`src/rtl/word_pingpong_ctrl_if.sv`:
```
// word_pingpong_ctrl_if: parser byte stream in, word byte stream out, plus status.
interface word_pingpong_ctrl_if #(
    parameter int WORD_MAX_LEN = 32
);
    localparam int LEN_W = $clog2(WORD_MAX_LEN + 1);
    logic [7:0]       din;
    logic             din_valid;
    logic             din_last;
    logic             din_ready;
    logic [7:0]       dout;
    logic             dout_valid;
    logic             dout_last;
    logic             dout_ready;
    logic [LEN_W-1:0] word_len;
    logic [1:0]       words_pending;
    logic             err_overflow;
    modport master (
        output din, din_valid, din_last, dout_ready,
        input  din_ready, dout, dout_valid, dout_last, word_len, words_pending, err_overflow
    );
    modport slave (
        input  din, din_valid, din_last, dout_ready,
        output din_ready, dout, dout_valid, dout_last, word_len, words_pending, err_overflow
    );
endinterface

```
`src/rtl/word_pingpong_ctrl.sv`:
```
// word_pingpong_ctrl: two word buffers filled alternately from the parser and drained in arrival order.
module word_storage #(
    parameter int DEPTH  = 32,
    parameter int ADDR_W = 5,
    parameter int LEN_W  = 6
) (
    input  logic              CLK,
    input  logic              rst,
    input  logic              i_we,
    input  logic [ADDR_W-1:0] i_waddr,
    input  logic [7:0]        i_wdata,
    input  logic              i_set_full,
    input  logic [LEN_W-1:0]  i_len,
    input  logic              i_set_empty,
    input  logic [ADDR_W-1:0] i_raddr,
    output logic [7:0]        o_rdata,
    output logic              o_full,
    output logic [LEN_W-1:0]  o_len
);
    logic [7:0]       r_mem [DEPTH];
    logic             r_full;
    logic [LEN_W-1:0] r_len;
    always_ff @(posedge CLK) begin
        if (i_we) r_mem[i_waddr] <= i_wdata;
    end
    always_ff @(posedge CLK) begin
        if (rst) begin
            r_full <= 1'b0;
            r_len  <= '0;
        end else if (i_set_full) begin
            r_full <= 1'b1;
            r_len  <= i_len;
        end else if (i_set_empty) begin
            r_full <= 1'b0;
        end
    end
    assign o_rdata = r_mem[i_raddr];
    assign o_full  = r_full;
    assign o_len   = r_len;
endmodule

module word_pingpong_ctrl #(
    parameter int WORD_MAX_LEN = 32
) (
    input logic                   CLK,
    input logic                   rst,
    word_pingpong_ctrl_if.slave   bus
);
    localparam int ADDR_W = (WORD_MAX_LEN > 1) ? $clog2(WORD_MAX_LEN) : 1;
    localparam int LEN_W  = $clog2(WORD_MAX_LEN + 1);
    typedef enum logic [1:0] {W_FILL, W_WAIT, W_DISCARD} w_state_t;
    w_state_t          r_state, w_state_nx;
    logic              r_wr_buf, w_wr_buf_nx;
    logic [ADDR_W-1:0] r_wr_addr, w_wr_addr_nx;
    logic              r_err, w_err_nx;
    logic              r_rd_buf;
    logic [ADDR_W-1:0] r_rd_addr;
    logic [1:0]        w_full, w_set_full, w_set_empty;
    logic [7:0]        w_rdata [2];
    logic [LEN_W-1:0]  w_len [2];
    logic [LEN_W-1:0]  w_wlen;
    logic              w_din_ready, w_acc, w_we, w_rd_last, w_rd_xfer;
    for (genvar b = 0; b < 2; b++) begin : g_buf
        word_storage #(.DEPTH(WORD_MAX_LEN), .ADDR_W(ADDR_W), .LEN_W(LEN_W)) u_store (
            .CLK         (CLK),
            .rst         (rst),
            .i_we        (w_we & (r_wr_buf == 1'(b))),
            .i_waddr     (r_wr_addr),
            .i_wdata     (bus.din),
            .i_set_full  (w_set_full[b]),
            .i_len       (w_wlen),
            .i_set_empty (w_set_empty[b]),
            .i_raddr     (r_rd_addr),
            .o_rdata     (w_rdata[b]),
            .o_full      (w_full[b]),
            .o_len       (w_len[b])
        );
    end
    assign w_din_ready = (r_state == W_FILL) ? ~w_full[r_wr_buf] : (r_state == W_DISCARD);
    assign w_acc       = bus.din_valid & w_din_ready;
    assign w_wlen      = LEN_W'(r_wr_addr) + LEN_W'(1);
    always_ff @(posedge CLK) begin
        if (rst) begin
            r_state   <= W_FILL;
            r_wr_buf  <= 1'b0;
            r_wr_addr <= '0;
            r_err     <= 1'b0;
        end else begin
            r_state   <= w_state_nx;
            r_wr_buf  <= w_wr_buf_nx;
            r_wr_addr <= w_wr_addr_nx;
            r_err     <= w_err_nx;
        end
    end
    // A buffer being drained this cycle counts as free, so writing resumes one cycle after the last read.
    always_comb begin
        w_state_nx   = r_state;
        w_wr_buf_nx  = r_wr_buf;
        w_wr_addr_nx = r_wr_addr;
        w_err_nx     = r_err;
        w_we         = 1'b0;
        w_set_full   = '0;
        case (r_state)
            W_FILL: begin
                if (w_acc) begin
                    w_we = 1'b1;
                    if (bus.din_last) begin
                        w_set_full[r_wr_buf] = 1'b1;
                        w_wr_addr_nx         = '0;
                        w_wr_buf_nx          = ~r_wr_buf;
                        if (w_full[~r_wr_buf] & ~w_set_empty[~r_wr_buf]) w_state_nx = W_WAIT;
                    end else if (r_wr_addr == ADDR_W'(WORD_MAX_LEN - 1)) begin
                        w_err_nx     = 1'b1;
                        w_wr_addr_nx = '0;
                        w_state_nx   = W_DISCARD;
                    end else begin
                        w_wr_addr_nx = r_wr_addr + ADDR_W'(1);
                    end
                end
            end
            W_WAIT:    w_state_nx = (~w_full[r_wr_buf] | w_set_empty[r_wr_buf]) ? W_FILL : W_WAIT;
            W_DISCARD: w_state_nx = (w_acc & bus.din_last) ? W_FILL : W_DISCARD;
            default:   w_state_nx = W_FILL;
        endcase
    end
    assign w_rd_last   = w_full[r_rd_buf] & (LEN_W'(r_rd_addr) == w_len[r_rd_buf] - LEN_W'(1));
    assign w_rd_xfer   = w_full[r_rd_buf] & bus.dout_ready;
    assign w_set_empty = (w_rd_xfer & w_rd_last) ? (r_rd_buf ? 2'b10 : 2'b01) : 2'b00;
    always_ff @(posedge CLK) begin
        if (rst) begin
            r_rd_buf  <= 1'b0;
            r_rd_addr <= '0;
        end else if (w_rd_xfer) begin
            r_rd_addr <= w_rd_last ? '0 : r_rd_addr + ADDR_W'(1);
            r_rd_buf  <= w_rd_last ? ~r_rd_buf : r_rd_buf;
        end
    end
    assign bus.din_ready     = w_din_ready;
    assign bus.dout          = w_rdata[r_rd_buf];
    assign bus.dout_valid    = w_full[r_rd_buf];
    assign bus.dout_last     = w_rd_last;
    assign bus.word_len      = w_full[r_rd_buf] ? w_len[r_rd_buf] : '0;
    assign bus.words_pending = {1'b0, w_full[0]} + {1'b0, w_full[1]};
    assign bus.err_overflow  = r_err;
endmodule
```
`src/flat_wrapper.sv`:
```
// flat-port wrapper written by rule: the top's interface ports become plain ports
module word_pingpong_ctrl_flat 
#(
    parameter int WORD_MAX_LEN = 32
)
  (CLK, rst, bus_din, bus_din_valid, bus_din_last, bus_dout_ready, bus_din_ready, bus_dout, bus_dout_valid, bus_dout_last, bus_word_len, bus_words_pending, bus_err_overflow);
  word_pingpong_ctrl_if #(.WORD_MAX_LEN(WORD_MAX_LEN)) bus_i ();
  input logic CLK;
  input logic rst;
  input wire logic [$bits(bus_i.din)-1:0] bus_din;
  input wire logic [$bits(bus_i.din_valid)-1:0] bus_din_valid;
  input wire logic [$bits(bus_i.din_last)-1:0] bus_din_last;
  input wire logic [$bits(bus_i.dout_ready)-1:0] bus_dout_ready;
  output wire logic [$bits(bus_i.din_ready)-1:0] bus_din_ready;
  output wire logic [$bits(bus_i.dout)-1:0] bus_dout;
  output wire logic [$bits(bus_i.dout_valid)-1:0] bus_dout_valid;
  output wire logic [$bits(bus_i.dout_last)-1:0] bus_dout_last;
  output wire logic [$bits(bus_i.word_len)-1:0] bus_word_len;
  output wire logic [$bits(bus_i.words_pending)-1:0] bus_words_pending;
  output wire logic [$bits(bus_i.err_overflow)-1:0] bus_err_overflow;
  assign bus_i.din = bus_din;
  assign bus_i.din_valid = bus_din_valid;
  assign bus_i.din_last = bus_din_last;
  assign bus_i.dout_ready = bus_dout_ready;
  assign bus_din_ready = bus_i.din_ready;
  assign bus_dout = bus_i.dout;
  assign bus_dout_valid = bus_i.dout_valid;
  assign bus_dout_last = bus_i.dout_last;
  assign bus_word_len = bus_i.word_len;
  assign bus_words_pending = bus_i.words_pending;
  assign bus_err_overflow = bus_i.err_overflow;
  word_pingpong_ctrl #(.WORD_MAX_LEN(WORD_MAX_LEN)) u_core (.CLK(CLK), .rst(rst), .bus(bus_i));
endmodule
```
`config.mk`:
```
export PLATFORM = sky130hd
export DESIGN_NAME = word_pingpong_ctrl_flat
export DESIGN_NICKNAME = d
export VERILOG_FILES = /design/src/rtl/word_pingpong_ctrl_if.sv /design/src/rtl/word_pingpong_ctrl.sv /design/src/flat_wrapper.sv
export SDC_FILE = /design/constraint.sdc
export NUM_CORES = 1
export LEC_CHECK = 0
export BUFFER_PORTS_ARGS = -buffer_cell sky130_fd_sc_hd__buf_2
export CAP_MARGIN = 15
export CORE_ASPECT_RATIO = 0.5
export CORE_UTILIZATION = 40
export CTS_CLUSTER_SIZE = 8
export DETAILED_ROUTE_END_ITERATION = 8
export PLACE_DENSITY = 0.66
export SYNTH_ARGS = -nofsm -noshare
export SYNTH_HDL_FRONTEND = slang
export SYNTH_SLANG_ARGS = --single-unit
```
`constraint.sdc`:
```
create_clock -name CLK -period 5.2 [get_ports CLK]
set_input_delay 1.04 -clock CLK [delete_from_list [all_inputs] [get_ports CLK]]
set_output_delay 1.04 -clock CLK [all_outputs]
set_load 0.02 [all_outputs]
```
==> impl_summary.md, run 1 <==
Worst setup path
Walking the worst path, the cells encountered are buf_12, mux4_2, mux4_2, mux4_2, buf_2. The library cell appearing most often on the critical path is sky130_fd_sc_hd__mux4_2. The largest stage delay on the critical path is 790 ps. The start-to-end type of the worst setup path is reg -> out. At the worst endpoint, the arrival time is 3600 ps.

The nature of the critical path startpoint is a register. Along the worst path, the maximum fanout reaches 32. The slowest stage of the critical path belongs to the cell sky130_fd_sc_hd__dfxtp_4. Data on the critical path is required at its endpoint by 4160 ps. The endpoint kind of the worst setup timing path is an output pin. The slack of the worst reg-to-reg path is 1750 ps.

STA
The worst clock skew is 25.00 ps. Setup repair after global routing left no endpoint under its margin. The final max-slew violation count is 0.

Setup violations remaining at the end of the flow were counted as 0. In the finished design, the share of the clock period the worst path needs comes to 0.8931. In the final timing run, aggregate negative setup slack is 0 ps.

The worst-case headroom to the max-slew limit is 0.2398. The final critical path time including I/O delays and setup is 4644 ps. The hold violation total from the final report came to 0. At the pin with the least slew margin, the transition time is 1136 ps. The maximum clock rate is 0.2153 GHz.

Placement
The post-DP HPWL is 28,400 µm. Routability-driven placement finished with a final weighted congestion of 0.8246. The number of port buffers is 32.

In this run the cell area measured after placement is 0.02244 mm².

Final layout
The most common library cell in the layout ignoring fill and taps is sky130_fd_sc_hd__edfxtp_1. After routing the design area is 0.02471 mm². The count of inserted antenna diode cells is 0. The fraction of layout instances using a drive strength above 1 is 0.2927. The final-stage net count is 1,109. In the layout the commonest cells are 512 x sky130_fd_sc_hd__edfxtp_1, 168 x sky130_fd_sc_hd__mux4_2, 88 x sky130_fd_sc_hd__nor2_1, 79 x sky130_fd_sc_hd__clkbuf_16, 32 x sky130_fd_sc_hd__buf_2. The growth of design area from synthesis to finish is 15.12%.

Power
The combinational group share of total power is 0.041. For this design the total switching power over the nets is 2.017 mW. Power spread over the standard cell area amounts to 393.7 mW/mm².

IR analysis of the VDD net gives a maximum drop of 0.0002089 V. The reported leakage power is 7.478 nW. The relative contribution of sequential cells to total power is 0.499. The internal power of the cells totals 7.711 mW. Of the total power, the clock network draws 0.460.

The switching part of the total is 0.2074.

Floorplan
The full die area is 0.05464 mm². The horizontal die dimension is 329.6 µm. From bottom edge to top edge, the die measures 165.8 µm.

The core region is 0.05249 mm². The boundary pin count is 33. The floorplan has 59 rows. For this configuration, the core starts out at a cell density of 0.4089.

Logic synthesis
During synthesis, Yosys emitted a total of 0 warnings. The number of register bits inferred by synthesis is 546. A synthesized cell averages 21.27 µm². Of all flip-flops after synthesis, the portion carrying an async set or reset was 0. The number of nets produced by synthesis is 1,030.

The number of flops mapped to enable cells by yosys is 512. Counting every instance in the synthesized netlist gives 1,009. Among all flip-flop cells after synthesis, the most frequent one is sky130_fd_sc_hd__edfxtp_1. The synthesized netlist occupies a cell area of 0.02146 mm². The number of distinct library cells after synthesis is 52.

For this run, the register share of the synthesized area comes to 0.7481.

Clock tree
The number of levels the H-tree was split into is 3. Clock-pin slew was measured on the worst setup and hold paths at 50 ps. The number of buffers on the longest clock path is 3. Hold repair after CTS inserted 0 buffers.

The count of instances resized after the clock tree is built is 0. The clock buffer count from CTS is 78. Clock tree synthesis selected as its root buffer the cell sky130_fd_sc_hd__clkbuf_16. The clock tree from TritonCTS is done. The clock net sink count is 546.

The clock latency reported for the late side of the worst-skew pair is 600 ps. Buffers added to address setup during post-CTS repair amount to 0.

Drt
The total detailed-routing wirelength is 47,060 µm. The number of detailed-routing iterations run before antenna repair is 5. The number of nets with antenna violations after detailed routing is 0.

The total number of vias is 10,330. In the routed layout, each cell is associated on average with a via count of 5.715. In this run, the number of DRC markers left after iteration 0 of detailed routing was 1,284.

In the final routed layout, each cell accounts on average for 26.03 µm. After detailed routing, the number of remaining DRC violations is 0.

Global route
The global-route wire length before repair is 70,250 µm. Summed over all layers, the global routing overflow is 0. The via count of the first global-routing pass is 10,570. The total global routing track utilization is 0.1761.

The pin count of the biggest net entering global routing is 129. The initial antenna violation count came to 0.

Run
Across the run, the number of max-cap violations was 0.

Status
The flow ran to the end, and the final reports show no timing, DRC or antenna violations.

Hold path
The worst hold path belongs to the class reg -> reg.
-- flip-flops by register name, summed over array words and instances, names as in the netlist, named ones only --
signal / flops
u_core.r_wr_buf: 1
u_core.r_rd_addr: 5
u_core.r_state: 2
u_core.r_wr_addr: 5
u_core.g_buf.u_store.o_len: 12
u_core.r_rd_buf: 1
u_core.g_buf.u_store.r_mem: 512
u_core.bus.err_overflow: 1
u_core.g_buf.u_store.o_full: 2
-- critical path: cells and delay by family, from the launching register on --
kind	cells	cell delay, ps
DFF	1	790
muxes	3	1650
buffers and inverters	2	520
-- metal layers --
metal	vias to the layer above	part of all wire	GRT usage
met2	450	0.46	0.2638
met3	79	0.085	0.04431
li1	4339	-	-
met1	5464	0.43	0.2556
met5	-	0	0
met4	0	0.024	0.05233
-- area by class of cell --
type	count	area, µm²
Clock buffer	92	2026
Fill cell	4164	27780
Clock inverter	7	101.3
Timing Repair Buffer	56	478.0
Inverter	6	22.52
Multi-Input combinational cell	400	5137
Sequential cell	546	16060
Tap cell	701	877.1
-- worst paths after layout --
path / startpoint / to / cells after the start
setup / recovery: register / bus_dout[1] / 5
hold / removal: u_core.bus.err_overflow / u_core.bus.err_overflow / 2
setup reg to reg: u_core.r_rd_buf / register / 8
hold reg to reg: u_core.bus.err_overflow / u_core.bus.err_overflow / 2
-- per-stage QoR --
step	util	hold WS, ps	instances	power (mW)	setup slack (ps)
finish	0.4707	477.5	1808	9.728	556.1
global route	0.4707	507.2	1808	9.984	384.7
CTS	0.4680	481.7	1801	9.774	462.1
detailed placement	0.4275	471.9	1702	5.330	1104
global placement	0.4275	455.0	1702	5.320	1101
floorplan	-	446.6	1009	5.151	1760
-- cells in the mapped netlist, types with 2 or more instances --
cell type | count | share of area
sky130_fd_sc_hd__ha_1 | 8 | 0.0047
sky130_fd_sc_hd__inv_2 | 3 | 0.00052
sky130_fd_sc_hd__o211a_1 | 2 | 0.00093
sky130_fd_sc_hd__nand2b_1 | 3 | 0.00087
sky130_fd_sc_hd__inv_1 | 3 | 0.00052
sky130_fd_sc_hd__edfxtp_1 | 512 | 0.72
sky130_fd_sc_hd__or2_2 | 3 | 0.00087
sky130_fd_sc_hd__or3_1 | 2 | 0.00058
sky130_fd_sc_hd__nor3b_1 | 4 | 0.0014
sky130_fd_sc_hd__a311oi_1 | 2 | 0.00082
sky130_fd_sc_hd__clkbuf_1 | 35 | 0.0061
sky130_fd_sc_hd__nor2b_1 | 2 | 0.00058
sky130_fd_sc_hd__nand2_1 | 21 | 0.0037
sky130_fd_sc_hd__buf_4 | 2 | 0.00070
sky130_fd_sc_hd__nor2_1 | 88 | 0.015
sky130_fd_sc_hd__a211oi_1 | 2 | 0.00070
sky130_fd_sc_hd__o21ai_0 | 2 | 0.00047
sky130_fd_sc_hd__mux4_2 | 168 | 0.18
sky130_fd_sc_hd__nand3b_1 | 3 | 0.0010
sky130_fd_sc_hd__a31oi_1 | 3 | 0.00087
sky130_fd_sc_hd__xnor2_1 | 6 | 0.0024
sky130_fd_sc_hd__a21oi_1 | 16 | 0.0037
sky130_fd_sc_hd__mux2i_1 | 13 | 0.0061
sky130_fd_sc_hd__xor2_1 | 3 | 0.0012
sky130_fd_sc_hd__nand3_1 | 13 | 0.0030
sky130_fd_sc_hd__nor3_1 | 11 | 0.0026
sky130_fd_sc_hd__buf_2 | 13 | 0.0030
sky130_fd_sc_hd__or4_1 | 2 | 0.00070
sky130_fd_sc_hd__dfxtp_1 | 34 | 0.032
sky130_fd_sc_hd__o21ai_1 | 3 | 0.00070
sky130_fd_sc_hd__buf_1 | 6 | 0.0010
-- power by group through the flow --
stage | sequential, mW | clock, mW | combinational [mW]
2_1_floorplan | 4.92 | 0 | 0.228
3_3_place_gp | 4.94 | 0 | 0.380
3_5_place_dp | 4.94 | 0 | 0.389
4_1_cts | 4.86 | 4.52 | 0.390
5_1_grt | 4.85 | 4.71 | 0.423
6_report | 4.86 | 4.47 | 0.400
-- cells by family after synthesis --
group	synth area share
mux	0.1836
xor+xnor	0.003673
buf+inv	0.01248
simple gates	0.03626
fa+ha+maj	0.004664
flops	0.7481
compound gates	0.01119
(Power assumes the default switching activity.)
==> run 2, diff against run 1 <==
--- a/config.mk
+++ b/config.mk
@@ -8,10 +8,11 @@
 export BUFFER_PORTS_ARGS = -buffer_cell sky130_fd_sc_hd__buf_2
 export CAP_MARGIN = 15
 export CORE_ASPECT_RATIO = 0.5
-export CORE_UTILIZATION = 40
+export CORE_UTILIZATION = 50
+export CTS_BUF_LIST = sky130_fd_sc_hd__clkbuf_8
 export CTS_CLUSTER_SIZE = 8
 export DETAILED_ROUTE_END_ITERATION = 8
-export PLACE_DENSITY = 0.66
+export PLACE_DENSITY = 0.77
 export SYNTH_ARGS = -nofsm -noshare
 export SYNTH_HDL_FRONTEND = slang
 export SYNTH_SLANG_ARGS = --single-unit
==> constraint.sdc (replaced) <==
create_clock -name CLK -period 5.2 [get_ports CLK]
set_input_delay 1.04 -clock CLK [delete_from_list [all_inputs] [get_ports CLK]]
set_output_delay 1.04 -clock CLK [all_outputs]
set_load 0.005 [all_outputs]
==> impl_summary.md, run 2 (same netlist as run 1, synthesis figures left out) <==
Clock tree
In this run, post-CTS hold repair placed 0 buffers. The number of levels the H-tree was split into is 3. The clock buffer count from CTS is 81. The clock latency reported for the late side of the worst-skew pair is 630 ps. The count of instances resized after the clock tree is built is 0.

The number of buffers on the longest clock path is 3. The number of setup buffers added after CTS is 0. The clock net sink count is 546. The clock tree from TritonCTS is done. The clock-pin slew on the worst setup and hold paths is 60 ps. The root buffer cell chosen for the clock tree is sky130_fd_sc_hd__clkbuf_8.

Floorplan
The vertical extent of the die is 148.5 µm. 33 I/O pins were placed. The horizontal die dimension is 295.0 µm. The initial standard-cell utilization of the core is 0.5088. The full die area is 0.04380 mm².

The number of placement rows is 53. The area of the core is 0.04218 mm².

STA
The tightest hold path in the finished design has a slack of 476.4 ps. The count of final setup violators is 0. Of the available clock period, the critical path in the final layout requires 0.9109. The slew of the pin with the lowest slew margin is 1159 ps.

The total negative setup slack is 0 ps. The worst clock skew is 29.95 ps. The final critical path time including I/O delays and setup is 4737 ps. The worst-case headroom to the max-slew limit is 0.2274. The hold violation total from the final report came to 0. The maximum clock rate is 0.2111 GHz. Setup repair after global routing left no endpoint under its margin. The final max-slew violation count is 0.

Power
IR analysis of the VDD net gives a maximum drop of 0.0001611 V. The combinational group share of total power is 0.045. The proportion of power drawn by the clock network is 0.362.

The internal power summed over all cells is 6.438 mW. The relative contribution of sequential cells to total power is 0.593. The net switching power of the design is 1.739 mW. For this design the ratio of total power to cell area is 346.0 mW/mm².

The switching part of the total is 0.2127. Summed over all cells, the static leakage comes to 7.173 nW.

Global route
The total global routing track utilization is 0.2142. The first global-routing pass estimated 67,750 µm of wire. For this run the aggregate overflow at the end of global routing stands at 0. In the global route stage, met1 resource usage came out at 0.3015. The met3 track utilization from global routing is 0.05962. The initial antenna violation count is 0. Entering global routing, the biggest net connects 125 pins.

In the global route stage, met2 resource usage came out at 0.3372. The layer with the highest usage is met2. The via count of the first global-routing pass is 10,520.

Run
The max-cap check violation count is 0.

Final layout
The register with the most flip-flops is u_core.g_buf.u_store.r_mem. The number of inserted filler cells in the final layout is 3,006. The flip-flop count of the largest register after layout is 512. In the layout the commonest cells are 512 x sky130_fd_sc_hd__edfxtp_1, 168 x sky130_fd_sc_hd__mux4_2, 88 x sky130_fd_sc_hd__nor2_1, 84 x sky130_fd_sc_hd__clkbuf_8, 34 x sky130_fd_sc_hd__inv_1. The register area is 0.01606 mm². Leaving out fill and tap cells, the most frequent cell in the layout is sky130_fd_sc_hd__edfxtp_1. The area taken by multi-input logic gates is 0.005137 mm². The repair_antennas step left the layout with diodes totalling 0. The final instance area is 0.02363 mm². The fraction of layout instances using a drive strength above 1 is 0.2821. After the last flow step, the layout net total stands at 1,104. The growth of design area from synthesis to finish is 10.12%.

Placement
After legalization and detailed placement, the total HPWL measured 27,440 µm. The number of port buffers is 32. At the end of routability-driven placement, the weighted congestion stood at 0.8532. The placed instances occupy a cell area of 0.02222 mm².

Drt
The count of unresolved DRC violations after routing is 0. The ratio of routed vias to standard cells is 6.139. Before antenna repair, the detailed router went through 5 iterations. The average wire per standard cell is 26.67 µm. For this block, the via count after detailed routing is 10,420.

Wires add up to 45,250 µm. After the first detailed-routing iteration, the DRC count stood at 1,340. In this run the remaining antenna-violating nets after routing total 0.

Worst setup path
For this run, the slowest stage of the critical path takes 750 ps. The number of cells on the worst reg-to-reg path is 5. In this run the register-to-register setup slack is 1780 ps. The worst path required time is 4160 ps. The worst setup path is captured at an output pin. The cell count along the critical path is 5. The kind of cell with the highest combined delay along the critical path is multiplexers. By instance count, the cell type seen most on the critical path is sky130_fd_sc_hd__mux4_2. The number of buffers and inverters on the critical path is 2. The nature of the critical path startpoint is a register. Walking the worst path, the cells encountered are buf_4, mux4_2, mux4_2, mux4_2, buf_2. Of all nets on the critical path, the largest fanout is 28. The worst register-to-register path begins at u_core.r_wr_buf. The critical path's slowest cell is sky130_fd_sc_hd__dfxtp_4. The start-to-end type of the worst setup path is reg -> out.

The most critical setup path has its endpoint at bus_dout[7]. The worst endpoint data arrival time is 3700 ps. The endpoint identified for the worst register-to-register timing path is u_core.g_buf[1].u_store.r_mem[26][0].

Status
The flow ran to the end, and the final reports show no timing, DRC or antenna violations.

Hold path
Counting instances, the worst hold path has a depth of 2. The path class of the tightest hold or removal check is reg -> reg.
==> run 2: cell count changes in the layout (fill, tap and decap cells not counted), moves of 2 or more <==
cell	previous run	this run
sky130_fd_sc_hd__clkbuf_16	79	0
sky130_fd_sc_hd__inv_6	3	1
sky130_fd_sc_hd__clkbuf_1	13	0
sky130_fd_sc_hd__clkbuf_8	0	84
sky130_fd_sc_hd__buf_12	11	7
sky130_fd_sc_hd__inv_1	3	34
sky130_fd_sc_hd__clkinv_1	0	3
sky130_fd_sc_hd__buf_4	13	7
==> run 2: power groups by stage <==
stage | Sequential, mW | Combinational [mW] | Clock [mW]
after floorplan | 4.92 | 0.211 | 0
after global placement | 4.94 | 0.344 | 0
after detailed placement | 4.94 | 0.356 | 0
after CTS | 4.85 | 0.357 | 3.01
after global routing | 4.85 | 0.387 | 3.20
final | 4.85 | 0.366 | 2.96
==> run 2: worst min-delay path, cell delays in order (launching register included) <==
cell and delay (ps):
sky130_fd_sc_hd__dfxtp_1 320, sky130_fd_sc_hd__nand2_1 60, sky130_fd_sc_hd__a21oi_1 50
==> run 2: through the flow <==
step,total power [mW],util,setup WS [ps],std cells
2_1_floorplan,5.134,-,1807,1009
3_3_place_gp,5.283,0.5268,1107,1571
3_5_place_dp,5.298,0.5268,1069,1571
4_1_cts,8.217,0.5576,365.0,1691
5_1_grt,8.432,0.5603,263.5,1697
6_report,8.177,0.5603,463.4,1697
==> run 2: layout make-up <==
type / count / area share
tap: 577 / 0.03055
timing repair buffer: 48 / 0.01631
sequential: 546 / 0.6798
clock buffer: 84 / 0.04892
multi-input combinational: 400 / 0.2174
inverter: 6 / 0.0009530
clock inverter: 36 / 0.006089
==> run 2: how the worst min path moves through the flow <==
stage	end	from	slack, ps
detailed placement	u_core.g_buf[1].u_store.o_len[4]	u_core.g_buf[1].u_store.o_len[4]	470
global placement	u_core.bus.err_overflow	u_core.bus.err_overflow	460
CTS	u_core.g_buf[1].u_store.o_len[4]	u_core.g_buf[1].u_store.o_len[4]	470
finish	u_core.g_buf[1].u_store.o_len[4]	u_core.g_buf[1].u_store.o_len[4]	480
global route	u_core.g_buf[1].u_store.o_len[4]	u_core.g_buf[1].u_store.o_len[4]	500
floorplan	u_core.g_buf[1].u_store.o_len[5]	u_core.g_buf[1].u_store.o_len[5]	450
==> run 2: per-layer routing <==
| metal | wire length, µm | part of all wire | up-vias |
|---|---|---|---|
| met2 | 22110 | 0.49 | 518 |
| met3 | 4209 | 0.093 | 56 |
| met4 | 619 | 0.014 | 0 |
| li1 | - | - | 4319 |
| met1 | 18310 | 0.40 | 5525 |
| met5 | 0 | 0 | - |
==> run 3, diff against run 2 <==
--- a/config.mk
+++ b/config.mk
@@ -12,7 +12,7 @@
 export CTS_BUF_LIST = sky130_fd_sc_hd__clkbuf_8
 export CTS_CLUSTER_SIZE = 8
 export DETAILED_ROUTE_END_ITERATION = 8
-export PLACE_DENSITY = 0.77
+export PLACE_DENSITY_LB_ADDON = 0.12
 export SYNTH_ARGS = -nofsm -noshare
 export SYNTH_HDL_FRONTEND = slang
 export SYNTH_SLANG_ARGS = --single-unit
==> constraint.sdc (replaced) <==
create_clock -name CLK -period 5.2 [get_ports CLK]
set_input_delay 0.26 -clock CLK [delete_from_list [all_inputs] [get_ports CLK]]
set_output_delay 0.26 -clock CLK [all_outputs]
set_load 0.005 [all_outputs]
==> impl_summary.md, run 3 (same netlist as run 1, synthesis figures left out) <==
Status
The run finished with clean final reports.

Worst setup path
STA classifies the critical path startpoint as a register. The cell family contributing the most delay on the critical path is multiplexers. The slack of the worst reg-to-reg path is 1680 ps. The total buffers and inverters traversed by the critical path is 2. The setup path with the least slack is of type reg -> out. The highest net fanout along the worst path is 40. STA classifies the critical path endpoint as an output pin. The startpoint identified for the worst register-to-register timing path is u_core.r_rd_buf. The worst endpoint data arrival time is 3700 ps. Traced cell by cell, the critical path runs through buf_12, mux4_2, mux4_2, mux4_2, buf_2. The endpoint identified for the worst register-to-register timing path is u_core.r_rd_addr[3].

The worst path required time is 4940 ps. The depth of the worst register-to-register path is 8. The largest single stage delay on the critical path is 780 ps. The slowest stage of the critical path is the sky130_fd_sc_hd__dfxtp_4 cell. By instance count, the cell type seen most on the critical path is sky130_fd_sc_hd__mux4_2.

STA
At the pin with the least slew margin, the transition time is 1067 ps. The final cycle utilization of the critical path is 0.7616. In the final timing run, aggregate negative setup slack is 0 ps. For the final database, setup skew stands at 20.30 ps. Measured against its own limit, the worst slew margin works out to 0.2860. The slack of the critical path is 1240 ps. Setup repair after global routing left no endpoint under its margin. Static timing analysis puts the maximum clock frequency at 0.2525 GHz. Setup violations remaining at the end of the flow were counted as 0.

The final critical path time including I/O delays and setup is 3960 ps. The final max-slew violation count came to 0. The hold violation total from the final report is 0. The smallest hold slack is 110.0 ps.

Final layout
The flip-flop count of the largest register after layout is 512. 0 antenna diodes ended up in the layout. Leaving out fill and tap cells, the most frequent cell in the layout is sky130_fd_sc_hd__edfxtp_1. At the end of the flow, the number of nets in the layout was 1,113. The register with the most flip-flops is u_core.g_buf.u_store.r_mem.

The fraction of layout instances using a drive strength above 1 is 0.2893. Compared with the post-synthesis result, the final layout area differs by 10.09%. After filler insertion, the fill cell instance count of the layout stands at 3,167. The final cell count without fillers is 1,697.

Leaving out fill and tap cells, the most frequent cells in the layout are 512 x sky130_fd_sc_hd__edfxtp_1, 168 x sky130_fd_sc_hd__mux4_2, 88 x sky130_fd_sc_hd__nor2_1, 81 x sky130_fd_sc_hd__clkbuf_8, 32 x sky130_fd_sc_hd__buf_2.

Global route
The global-route wire length before repair is 71,080 µm. The initial antenna violation count came to 0. After global routing the overflow that remains totals 0. The total global routing track utilization is 0.2304. The via count of the first global-routing pass was 10,350. Entering global routing, the biggest net connects 71 pins.

Power
The maximum ir drop on the vdd rail is 0.0001550 V. The share of total power dissipated in sequential elements is 0.587. Power spread over the standard cell area amounts to 349.3 mW/mm². Of the total power, the share spent switching nets is 0.2192. The proportion of power drawn by the clock network is 0.367. Power comes to 8.252 mW.

The internal power of the cells totals 6.443 mW. The reported leakage power is 7.143 nW. Of the total power, combinational logic draws 0.046.

The net switching power of the design is 1.809 mW.

Floorplan
The die is 148.5 µm tall. The boundary pin count is 33. In this run the horizontal extent of the chip is 295.0 µm. The number of placement rows is 53. The full die area is 0.04380 mm². The core region is 0.04218 mm². The initial standard-cell utilization of the core is 0.5088.

Drt
The first detailed-routing pass took 5 iterations. Dividing the detail-routed via count by the number of cells gives 6.142. The total number of vias is 10,420. For this block, the routed nets add up to 48,480 µm of wire. The average wire per standard cell is 28.57 µm.

The count of unresolved DRC violations after routing is 0. The number of nets with antenna violations after detailed routing is 0. The iteration-0 DRC count of the detailed router is 1,143.

Clock tree
In this run the deepest clock path goes through 3 buffers. TritonCTS created 80 clock buffers. Clock-pin slew was measured on the worst setup and hold paths at 60 ps. The clock root buffer is sky130_fd_sc_hd__clkbuf_8. For the worst-skew pair, the clock arrives at the later sink with an insertion delay of 640 ps. The clock net sink count is 546. The clock tree from TritonCTS is done.

The number of levels the H-tree was split into is 3. The count of instances resized after the clock tree is built is 0.

Placement
At the end of routability-driven placement, the weighted congestion stood at 0.8042. In this run the tool buffered the top-level ports with 32 buffer cells. The number of placed instances, taps included is 1,583. The post-DP HPWL is 29,480 µm.

Timing analysis after detailed placement gives a worst setup slack of 1722 ps.

Hold path
The worst hold path passes through 2 cells. For hold timing, the worst endpoint is u_core.r_wr_addr[3]. The startpoint identified for the worst hold timing path is rst. The path category of the worst min-delay check is in -> reg.

Run
Max-cap violations in this run came to 0.
==> run 3: layout make-up <==
class,count,area (µm²),area share
Clock buffer,81,1115,0.04719
Clock inverter,29,162.7,0.006885
Inverter,6,22.52,0.0009532
Multi-Input combinational cell,400,5137,0.2174
Sequential cell,546,16060,0.6799
Tap cell,577,721.9,0.03056
Timing Repair Buffer,58,402.9,0.01705
==> run 3: what timing repair did <==
item                      in CTS  in global routing
hold buffers                   4                  0
buffers inserted               0                  0
hold endpoints to repair       5                  0
==> run 3: how the worst max path moves through the flow <==
stage | start | depth (start not counted) | endpoint | slack [ps]
2_1_floorplan | u_core.r_rd_buf | 12 | u_core.r_state[0] | 2250
3_3_place_gp | u_core.r_wr_buf | 5 | u_core.g_buf[1].u_store.r_mem[7][4] | 1690
3_5_place_dp | u_core.r_rd_buf | 8 | register | 1720
4_1_cts | register | 5 | bus_dout[3] | 1130
5_1_grt | register | 5 | bus_dout[3] | 1070
6_report | register | 5 | bus_dout[3] | 1240
==> run 3: power by group through the flow <==
stage          registers [mW]  logic, mW  clock network, mW
4_1_cts                  4.85      0.383               3.07
3_5_place_dp             4.94      0.380                  0
5_1_grt                  4.85      0.401               3.26
6_report                 4.85      0.378               3.03
3_3_place_gp             4.94      0.375                  0
2_1_floorplan            4.92      0.211                  0
==> run 3: layer usage <==
metal,routed length (µm),GRT usage,vias to the layer above,part of all wire
met5,0,0,-,0
li1,-,-,4332,-
met1,22190,0.3601,5615,0.46
met3,3990,0.05424,56,0.082
met4,623,0.05000,0,0.013
met2,21670,0.3318,420,0.45
==> run 3: stage by stage <==
step	util	cell area, µm²
final	0.5602	23630
after global routing	0.5602	23630
after CTS	0.5602	23630
after detailed placement	0.5290	22310
after global placement	0.5286	22290
after floorplan	-	21460
